===== src/rtl/uart_rx.sv =====
`default_nettype none
// ============================================================================
//  Module      : uart_rx
//  Description : 8N1 asynchronous serial receiver, LSB first, idle-high line.
//                Emits a one-cycle valid strobe with the received byte, or a
//                one-cycle frame_error strobe when the stop bit reads low.
//  Ports       : user_clk    - system clock, rising edge
//                rst_n       - asynchronous active-low reset
//                rx_bit      - serial input, asynchronous to user_clk
//                data        - last good received byte, held between frames
//                valid       - one-cycle strobe, data updated same cycle
//                frame_error - one-cycle strobe on a low stop bit
//                busy        - high while a frame is being received
//  Revision    : 1.0 - initial release
// ============================================================================
module uart_rx #(
    parameter int unsigned CLK_FREQUENCY  = 100000000,
    parameter int unsigned UART_FREQUENCY = 9600,
    parameter int unsigned DATA_SIZE      = 8
) (
    input  logic                 user_clk,
    input  logic                 rst_n,
    input  logic                 rx_bit,
    output logic [DATA_SIZE-1:0] data,
    output logic                 valid,
    output logic                 frame_error,
    output logic                 busy
);

    localparam int unsigned c_clks_per_bit = CLK_FREQUENCY / UART_FREQUENCY;
    localparam int unsigned c_half_bit     = c_clks_per_bit / 2;
    localparam int unsigned c_cnt_w        = (c_clks_per_bit > 1) ? $clog2(c_clks_per_bit) : 1;
    localparam int unsigned c_idx_w        = (DATA_SIZE > 1) ? $clog2(DATA_SIZE) : 1;

    localparam logic [c_cnt_w-1:0] c_bit_last  = c_cnt_w'(c_clks_per_bit - 1);
    localparam logic [c_cnt_w-1:0] c_half_last = c_cnt_w'(c_half_bit - 1);
    localparam logic [c_idx_w-1:0] c_idx_last  = c_idx_w'(DATA_SIZE - 1);

    typedef enum logic [2:0] {
        ST_IDLE  = 3'd0,
        ST_START = 3'd1,
        ST_DATA  = 3'd2,
        ST_STOP  = 3'd3,
        ST_BREAK = 3'd4
    } state_t;

    state_t                 state_q, state_d;
    logic [1:0]             sync_q;
    logic [c_cnt_w-1:0]     cnt_q, cnt_d;
    logic [c_idx_w-1:0]     idx_q, idx_d;
    logic [DATA_SIZE-1:0]   shift_q, shift_d;
    logic [DATA_SIZE-1:0]   data_q, data_d;
    logic                   valid_q, valid_d;
    logic                   frame_error_q, frame_error_d;
    logic                   busy_q, busy_d;
    logic                   rx_s;

    // Second synchroniser stage is the only view of the line the FSM uses.
    assign rx_s = sync_q[1];

    always_ff @(posedge user_clk or negedge rst_n) begin
        if (!rst_n) begin
            sync_q        <= 2'b11;
            state_q       <= ST_IDLE;
            cnt_q         <= '0;
            idx_q         <= '0;
            shift_q       <= '0;
            data_q        <= '0;
            valid_q       <= 1'b0;
            frame_error_q <= 1'b0;
            busy_q        <= 1'b0;
        end else begin
            sync_q        <= {sync_q[0], rx_bit};
            state_q       <= state_d;
            cnt_q         <= cnt_d;
            idx_q         <= idx_d;
            shift_q       <= shift_d;
            data_q        <= data_d;
            valid_q       <= valid_d;
            frame_error_q <= frame_error_d;
            busy_q        <= busy_d;
        end
    end

    always_comb begin
        state_d       = state_q;
        cnt_d         = cnt_q;
        idx_d         = idx_q;
        shift_d       = shift_q;
        data_d        = data_q;
        valid_d       = 1'b0;
        frame_error_d = 1'b0;

        case (state_q)
            ST_IDLE: begin
                if (!rx_s) begin
                    state_d = ST_START;
                    cnt_d   = '0;
                end
            end

            // Re-check the start bit at its midpoint to reject short glitches.
            ST_START: begin
                if (cnt_q == c_half_last) begin
                    cnt_d = '0;
                    if (!rx_s) begin
                        state_d = ST_DATA;
                        idx_d   = '0;
                    end else begin
                        state_d = ST_IDLE;
                    end
                end else begin
                    cnt_d = cnt_q + 1'b1;
                end
            end

            ST_DATA: begin
                if (cnt_q == c_bit_last) begin
                    cnt_d          = '0;
                    shift_d[idx_q] = rx_s;
                    if (idx_q == c_idx_last) begin
                        state_d = ST_STOP;
                    end else begin
                        idx_d = idx_q + 1'b1;
                    end
                end else begin
                    cnt_d = cnt_q + 1'b1;
                end
            end

            // Leaving at mid-stop-bit lets a start edge right after the stop
            // bit be seen by IDLE.
            ST_STOP: begin
                if (cnt_q == c_bit_last) begin
                    cnt_d = '0;
                    if (rx_s) begin
                        data_d  = shift_q;
                        valid_d = 1'b1;
                        state_d = ST_IDLE;
                    end else begin
                        frame_error_d = 1'b1;
                        state_d       = ST_BREAK;
                    end
                end else begin
                    cnt_d = cnt_q + 1'b1;
                end
            end

            // Hold off until the line returns high so a break reports once.
            ST_BREAK: begin
                if (rx_s) begin
                    state_d = ST_IDLE;
                end
            end

            default: begin
                state_d = ST_IDLE;
            end
        endcase

        busy_d = (state_d != ST_IDLE);
    end

    assign data        = data_q;
    assign valid       = valid_q;
    assign frame_error = frame_error_q;
    assign busy        = busy_q;

endmodule
`default_nettype wire

===== config.mk =====
export PLATFORM = sky130hd
export DESIGN_NAME = uart_rx
export DESIGN_NICKNAME = d
export VERILOG_FILES = /design/src/rtl/uart_rx.sv
export SDC_FILE = /design/constraint.sdc
export NUM_CORES = 1
export LEC_CHECK = 0
export ABC_CLOCK_PERIOD_IN_PS = 2400
export BUFFER_PORTS_ARGS = -buffer_cell sky130_fd_sc_hd__buf_2
export CAP_MARGIN = 20
export CELL_PAD_IN_SITES_DETAIL_PLACEMENT = 1
export CELL_PAD_IN_SITES_GLOBAL_PLACEMENT = 1
export CORE_MARGIN = 4
export CORE_UTILIZATION = 50
export CTS_BUF_LIST = sky130_fd_sc_hd__clkbuf_4 sky130_fd_sc_hd__clkbuf_8
export DETAILED_ROUTE_END_ITERATION = 10
export GPL_TIMING_DRIVEN = 0
export PLACE_DENSITY = 0.85
export SYNTH_ARGS = -nofsm -noshare
export SYNTH_HDL_FRONTEND = slang
export SYNTH_SLANG_ARGS = --single-unit
export TNS_END_PERCENT = 1

===== constraint.sdc =====
create_clock -name user_clk -period 2.4 [get_ports user_clk]
set_input_delay 0.12 -clock user_clk [delete_from_list [all_inputs] [get_ports user_clk]]
set_output_delay 0.12 -clock user_clk [all_outputs]
set_load 0.005 [all_outputs]

* Word-level counts from Yosys, hierarchy flattened
Cells that the tools add are included.
Storage, ports and cells: register bits after elaboration 41, logic and storage cells 62, output and inout port bits 11
Operators by class: mux-type cells 27, equality and inequality tests 12, magnitude comparators 2, $add $sub $neg 2, reductions and logical operators 10
Operators with widths (count):
- $mux 14 | 3
- $pmux 14 s3 | 1
- $mux 3 | 11
- $pmux 3 s5 | 1
- $add 14x1->14 const B | 1
- $eq 14x13->1 const B | 1
- $eq 14x14->1 const B | 1
- $ne 2x2->1 const B | 5
- $bwmux 8 | 1
- $mux 1 | 7
- $eq 3x2->1 const B | 2
- $eq 3x3->1 const B | 2
- $pmux 3 s2 | 1
- $reduce_bool 3->1 | 2
- $reduce_and 5->1 | 1
- $lt 3x4->1 const B | 1
- $reduce_and 2->1 | 2
- $add 3x1->3 const B | 1
- $demux 1 s3 | 1
- $eq 3x1->1 const B | 1
- $ge 3x1->1 const B | 1
- $logic_not 3->1 | 1
- $reduce_and 3->1 | 1
- $mux 2 | 1
- other kinds (3) | 3

* Depth between registers and ports, before layout
depth in word-level cells 5, depth in mapped cells 7, mapped depth without buffers 6

* Worst setup path after synthesis
No wires, ideal clock.
kind register to register, start point register cnt_q[0], end point register shift_q[2], clock period less this slack 2058 ps, required time 2275 ps, slack 342 ps, cell stages (with the launch flop) 8, data arrival time 1933 ps, setup time 125 ps, cells stage by stage dfrtp_1 ha_1 and3_1 clkbuf_1 nand4_1 or3_1 nor3b_2 mux2_2
Between the ends: longest elaborated chain between the ends 2
RTL lines:
- from (decl) | line 49 | logic [c_cnt_w-1:0] cnt_q, cnt_d;
- from (signal assigned) | line 75 | cnt_q <= cnt_d;
- $eq 14x14->1 | line 118 | if (cnt_q == c_bit_last) begin
- $reduce_and 2->1 (no line)
- to (signal assigned) | line 77 | shift_q <= shift_d;
- to (decl) | line 51 | logic [DATA_SIZE-1:0] shift_q, shift_d;
No other way between the ends. A chain may end at the register's enable or synchronous reset.

* Worst setup path in the final report
start point register cnt_q[4], end point register cnt_q[8]
Between the ends: longest elaborated chain between the ends 3
RTL lines:
- $add 14x1->14, or another cell as far along | line 113, 127, 145
- $mux 14 (on tied branches) | line 118, 134, 104
- $pmux 14 s3 * | line 94 | case (state_q)
Mark *: on every way between the ends. The rest lies on a longest branch, timed or not.

==> summary.md <==
| Metric | Value |
|---|---|
| Post-Synth Adder-Cell Area | 1.771% |
| Crit-path max FO | 10 |
| CP arrival | 2.46 ns |
| Max Cap Viol | 0 |
| Simple-gate share of the synthesized area | about a quarter |
| CTS tree | built |
| Vias in the first global route | 1863 |
| Worst-margin pin slew | 0.9198 ns |
| Distinct cells, synth | 44 |
| Tmin final | 2.270 ns |
| Cts bufs inserted | 5 |
| DR vias | 1684 |
| RSZ-0062 raised after global routing | false |
| First-pass iteration count of the detailed router | 4 |
| Cell family with most CP delay | simple AND/OR/NAND/NOR gates |
| GRT Util Overall | 24.09% |
| Syn nets | 203 |
| Xor/xnor cell area share of the yosys netlist | 0% |
| Slew Limit Fails | 0 |
| N_diodes | 0 |
| Clk network pwr share | between 40% and 50% |
| Gp weighted congestion | 0.8852 |
| DR iter-0 viols | 52 |
| Fill cells | 449 |
| Largest family of logic cells by synthesized area | simple AND/OR/NAND/NOR gates |
| Vias/cell | 6.284 |
| Pre-CTS setup slack | -0.06073 ns |
| Hold Fails Final Rpt | 0 |
| Final Cycle Share | 94.59% |
| Global-route wire length before repair | between 9000 and 10000 um |
| CTS root buf | clkbuf_8 |
| Total Power | approximately 1300 uW |
| Final WS setup | 0.1298 ns |
| Clock-pin slew of the registers on the worst-case setup and hold paths | 0.07 ns |
| Cell Pwr Density | approximately 530 nW/um^2 |
| Gate Count Post-Synth | a little under 200 |
| Crit path largest cell delay | 0.62 ns |
| VDD IR-drop max | 0.0002301 V |
| Clock tree buffer depth | 2 |
| GR Overflow Total | 0 |
| Crit start category | register |
| Post-DP HPWL | 4001 um |
| Synth Area in Compound Gates | 13.05% |
| Wire per inst | around 21 um |
| Crit path required time | 2.59 ns |
| Clock Sinks | between 40 and 50 |
| Port Buffers | 13 |
| Cell area after synthesis | 2120 um^2 |
| Core area | 4058 um^2 |
| Clk_lat worst skew | 0.30 ns |
| Worst path cell trace | nand4bb_1 > or4b_4 > a22oi_4 > buf_6 > o21ai_1 > a22o_1 |
| Syn Area/Cell | 10.76 um^2 |
| Starting Density | 52.24% |
| Fmax | between 400 and 500 MHz |
| Layout cells sized above 1 | 25.23% |
| YS warnings | 0 |
| Crit end category | register |
| Sequential element share of the synthesized area | 48.52% |
| Lkg Pwr | 0.001168 uW |
| Num ports | 14 |
| Final WL | 5691 um |
| Antenna violations before repair | 0 |
| Comb pwr share | approximately 1.7% |
| Seq pwr share | between 50% and 60% |
| Status | finished, final reports clean |
| Multiplexer share of the synthesized area | 9.445% |
| Tightest Hold Check Type | reg -> reg |
| Register bit count reported by yosys | 41 |
| P_int | 999.6 uW |
| Final setup skew | 0.008245 ns |
| CP bufs+invs | 1 |
| Setup CP Type | reg -> reg |
| Final setup violating endpoints | 0 |
| Area Overhead vs Synth | 12.81% |
| ANT nets after route | 0 |
| Die ar. | 5345 um^2 |
| H-tree depth | 2 |
| Slew margin rel. | 38.68% |
| Die H | 73.11 um |
| Fin nets | 224 |
| Die W | 73.11 um |
| Largest net degree at the start of global routing | between 40 and 50 |
| Psw | 259.6 uW |
| Critical path's slowest cell | or4b_4 |
| # DRC | 0 |
| Switching power share of the total | 20.61% |
| Std-Cell Rows | 23 |
[stage by stage]
stage	area, um^2	setup TNS [ns]	util (%)	instances	hold WS, ns
2_1_floorplan	2120	0	-	197	-0.1756
3_3_place_gp	2247	0	55.38	260	0.2247
3_5_place_dp	2247	-0.3274	55.38	260	0.2293
4_1_cts	2377	0	58.59	269	0.3602
5_1_grt	2391	0	58.93	268	0.3697
6_report	2391	0	58.93	268	0.3591
[Yosys cell counts (all sizes together)]
cell type	number	area, um^2
a21o	6	45.04
and4	1	8.760
a32oi	1	8.760
a31o	1	8.760
dfrtp	39	975.9
or4b	1	13.76
dfstp	2	52.55
o211ai	1	7.510
a21oi	4	20.02
mux2i	2	20.02
nand4	3	18.77
nor4bb	1	10.01
o31ai	1	7.510
nand4b	1	8.760
nand2	16	60.06
nor2b	6	37.54
inv	5	18.77
nor3b	2	20.02
nor3	7	35.03
o21ai	12	60.05
a31oi	2	12.51
or3	1	6.260
clkbuf	6	23.77
ha	3	37.54
nand4bb	3	33.78
nand3	5	25.02
buf	3	27.52
a22o	9	78.83
o22ai	1	6.260
a22oi	1	21.27
or4	1	8.760
nor4b	5	43.79
nor2	12	55.06
mux2	16	180.2
nor4	2	12.51
nand3b	2	15.01
and4bb	2	25.02
and3	11	68.82
[metal layers]
layer / vias up / wire [um] / track usage (%)
li1: 773 / - / -
met1: 875 / 2251 / 27.87
met2: 27 / 3174 / 43.89
met3: 9 / 153 / 4.408
met4: 0 / 111 / 8.607
met5: - / 0 / 0
[timing repair]
item                       CTS  global route
buffers inserted             0             0
hold buffers                 2             0
resized for setup            1             4
setup endpoints to repair    8            18
hold endpoints to repair    40             0
[cells by family (layout without fill, tap and decap cells)]
group,after synthesis,after routing
flip-flops,41,41
adder cells (fa/ha/maj),3,3
AND/OR/NAND/NOR,82,82
multiplexers,18,18
buffers and inverters,14,35
AO/OA/AOI/OAI,39,39
[final cells by class]
type | instances | area [um^2] | area share (%)
multi-input cells | 142 | 1045 | 43.69
flip-flops and latches | 41 | 1028 | 43.01
repair buffers | 15 | 85.08 | 3.558
clock buffers | 5 | 68.82 | 2.878
well taps | 50 | 62.56 | 2.616
plain buffers | 8 | 47.55 | 1.988
clock inverters | 2 | 35.03 | 1.465
inverters | 5 | 18.77 | 0.7849
[path summary, 6_finish.rpt]
path / from / to / slack, ns / cells past startpoint
worst max-delay path: cnt_q[4]$_DFFE_PN0P_ / cnt_q[8]$_DFFE_PN0P_ / 0.13 / 6
worst min-delay path: sync_q[0]$_DFF_PN1_ / sync_q[1]$_DFF_PN1_ / 0.36 / 0
worst max register to register: cnt_q[4]$_DFFE_PN0P_ / cnt_q[8]$_DFFE_PN0P_ / 0.13 / 6
worst min register to register: sync_q[0]$_DFF_PN1_ / sync_q[1]$_DFF_PN1_ / 0.36 / 0
max in group asynchronous: rst_n / shift_q[2]$_DFFE_PN0P_ / 1.34 / 2
min in group asynchronous: rst_n / data[3]$_DFFE_PN0P_ / 0.49 / 2
[power by group through the flow]
stage          clock network (uW)  registers [uW]  logic, uW
5_1_grt                       589             695       24.6
6_report                      543             695       21.0
3_3_place_gp                    0             708       18.7
2_1_floorplan                   0             708       2.85
3_5_place_dp                    0             709       19.0
4_1_cts                       552             695       21.6
[flip-flops by register name, indices dropped and copies added, names as in the netlist]
name         count
state_q          3
idx_q            3
cnt_q           14
sync_q           2
frame_error      1
data             8
valid            1
shift_q          8
busy             1
[layout by cell type, fill, tap and decap left out, types with 2 or more instances in the layout]
| cell | count |
|---|---|
| dlygate4sd3_1 | 2 |
| mux2_2 | 16 |
| nand4_1 | 3 |
| a21o_1 | 6 |
| nand2_1 | 16 |
| nor2_1 | 10 |
| clkbuf_8 | 5 |
| nor2b_1 | 6 |
| a31oi_1 | 2 |
| buf_6 | 2 |
| mux2i_1 | 2 |
| nand3b_1 | 2 |
| ha_1 | 2 |
| buf_2 | 14 |
| dfrtp_1 | 39 |
| o21ai_1 | 7 |
| and4bb_2 | 2 |
| nand4bb_1 | 3 |
| and3_1 | 10 |
| nand3_1 | 4 |
| nor4b_1 | 4 |
| clkbuf_1 | 4 |
| o21ai_0 | 5 |
| dfstp_2 | 2 |
| nor3_1 | 7 |
| nor4_1 | 2 |
| a21oi_1 | 4 |
| a22o_1 | 9 |
| inv_1 | 5 |
(Power assumes the default switching activity.)
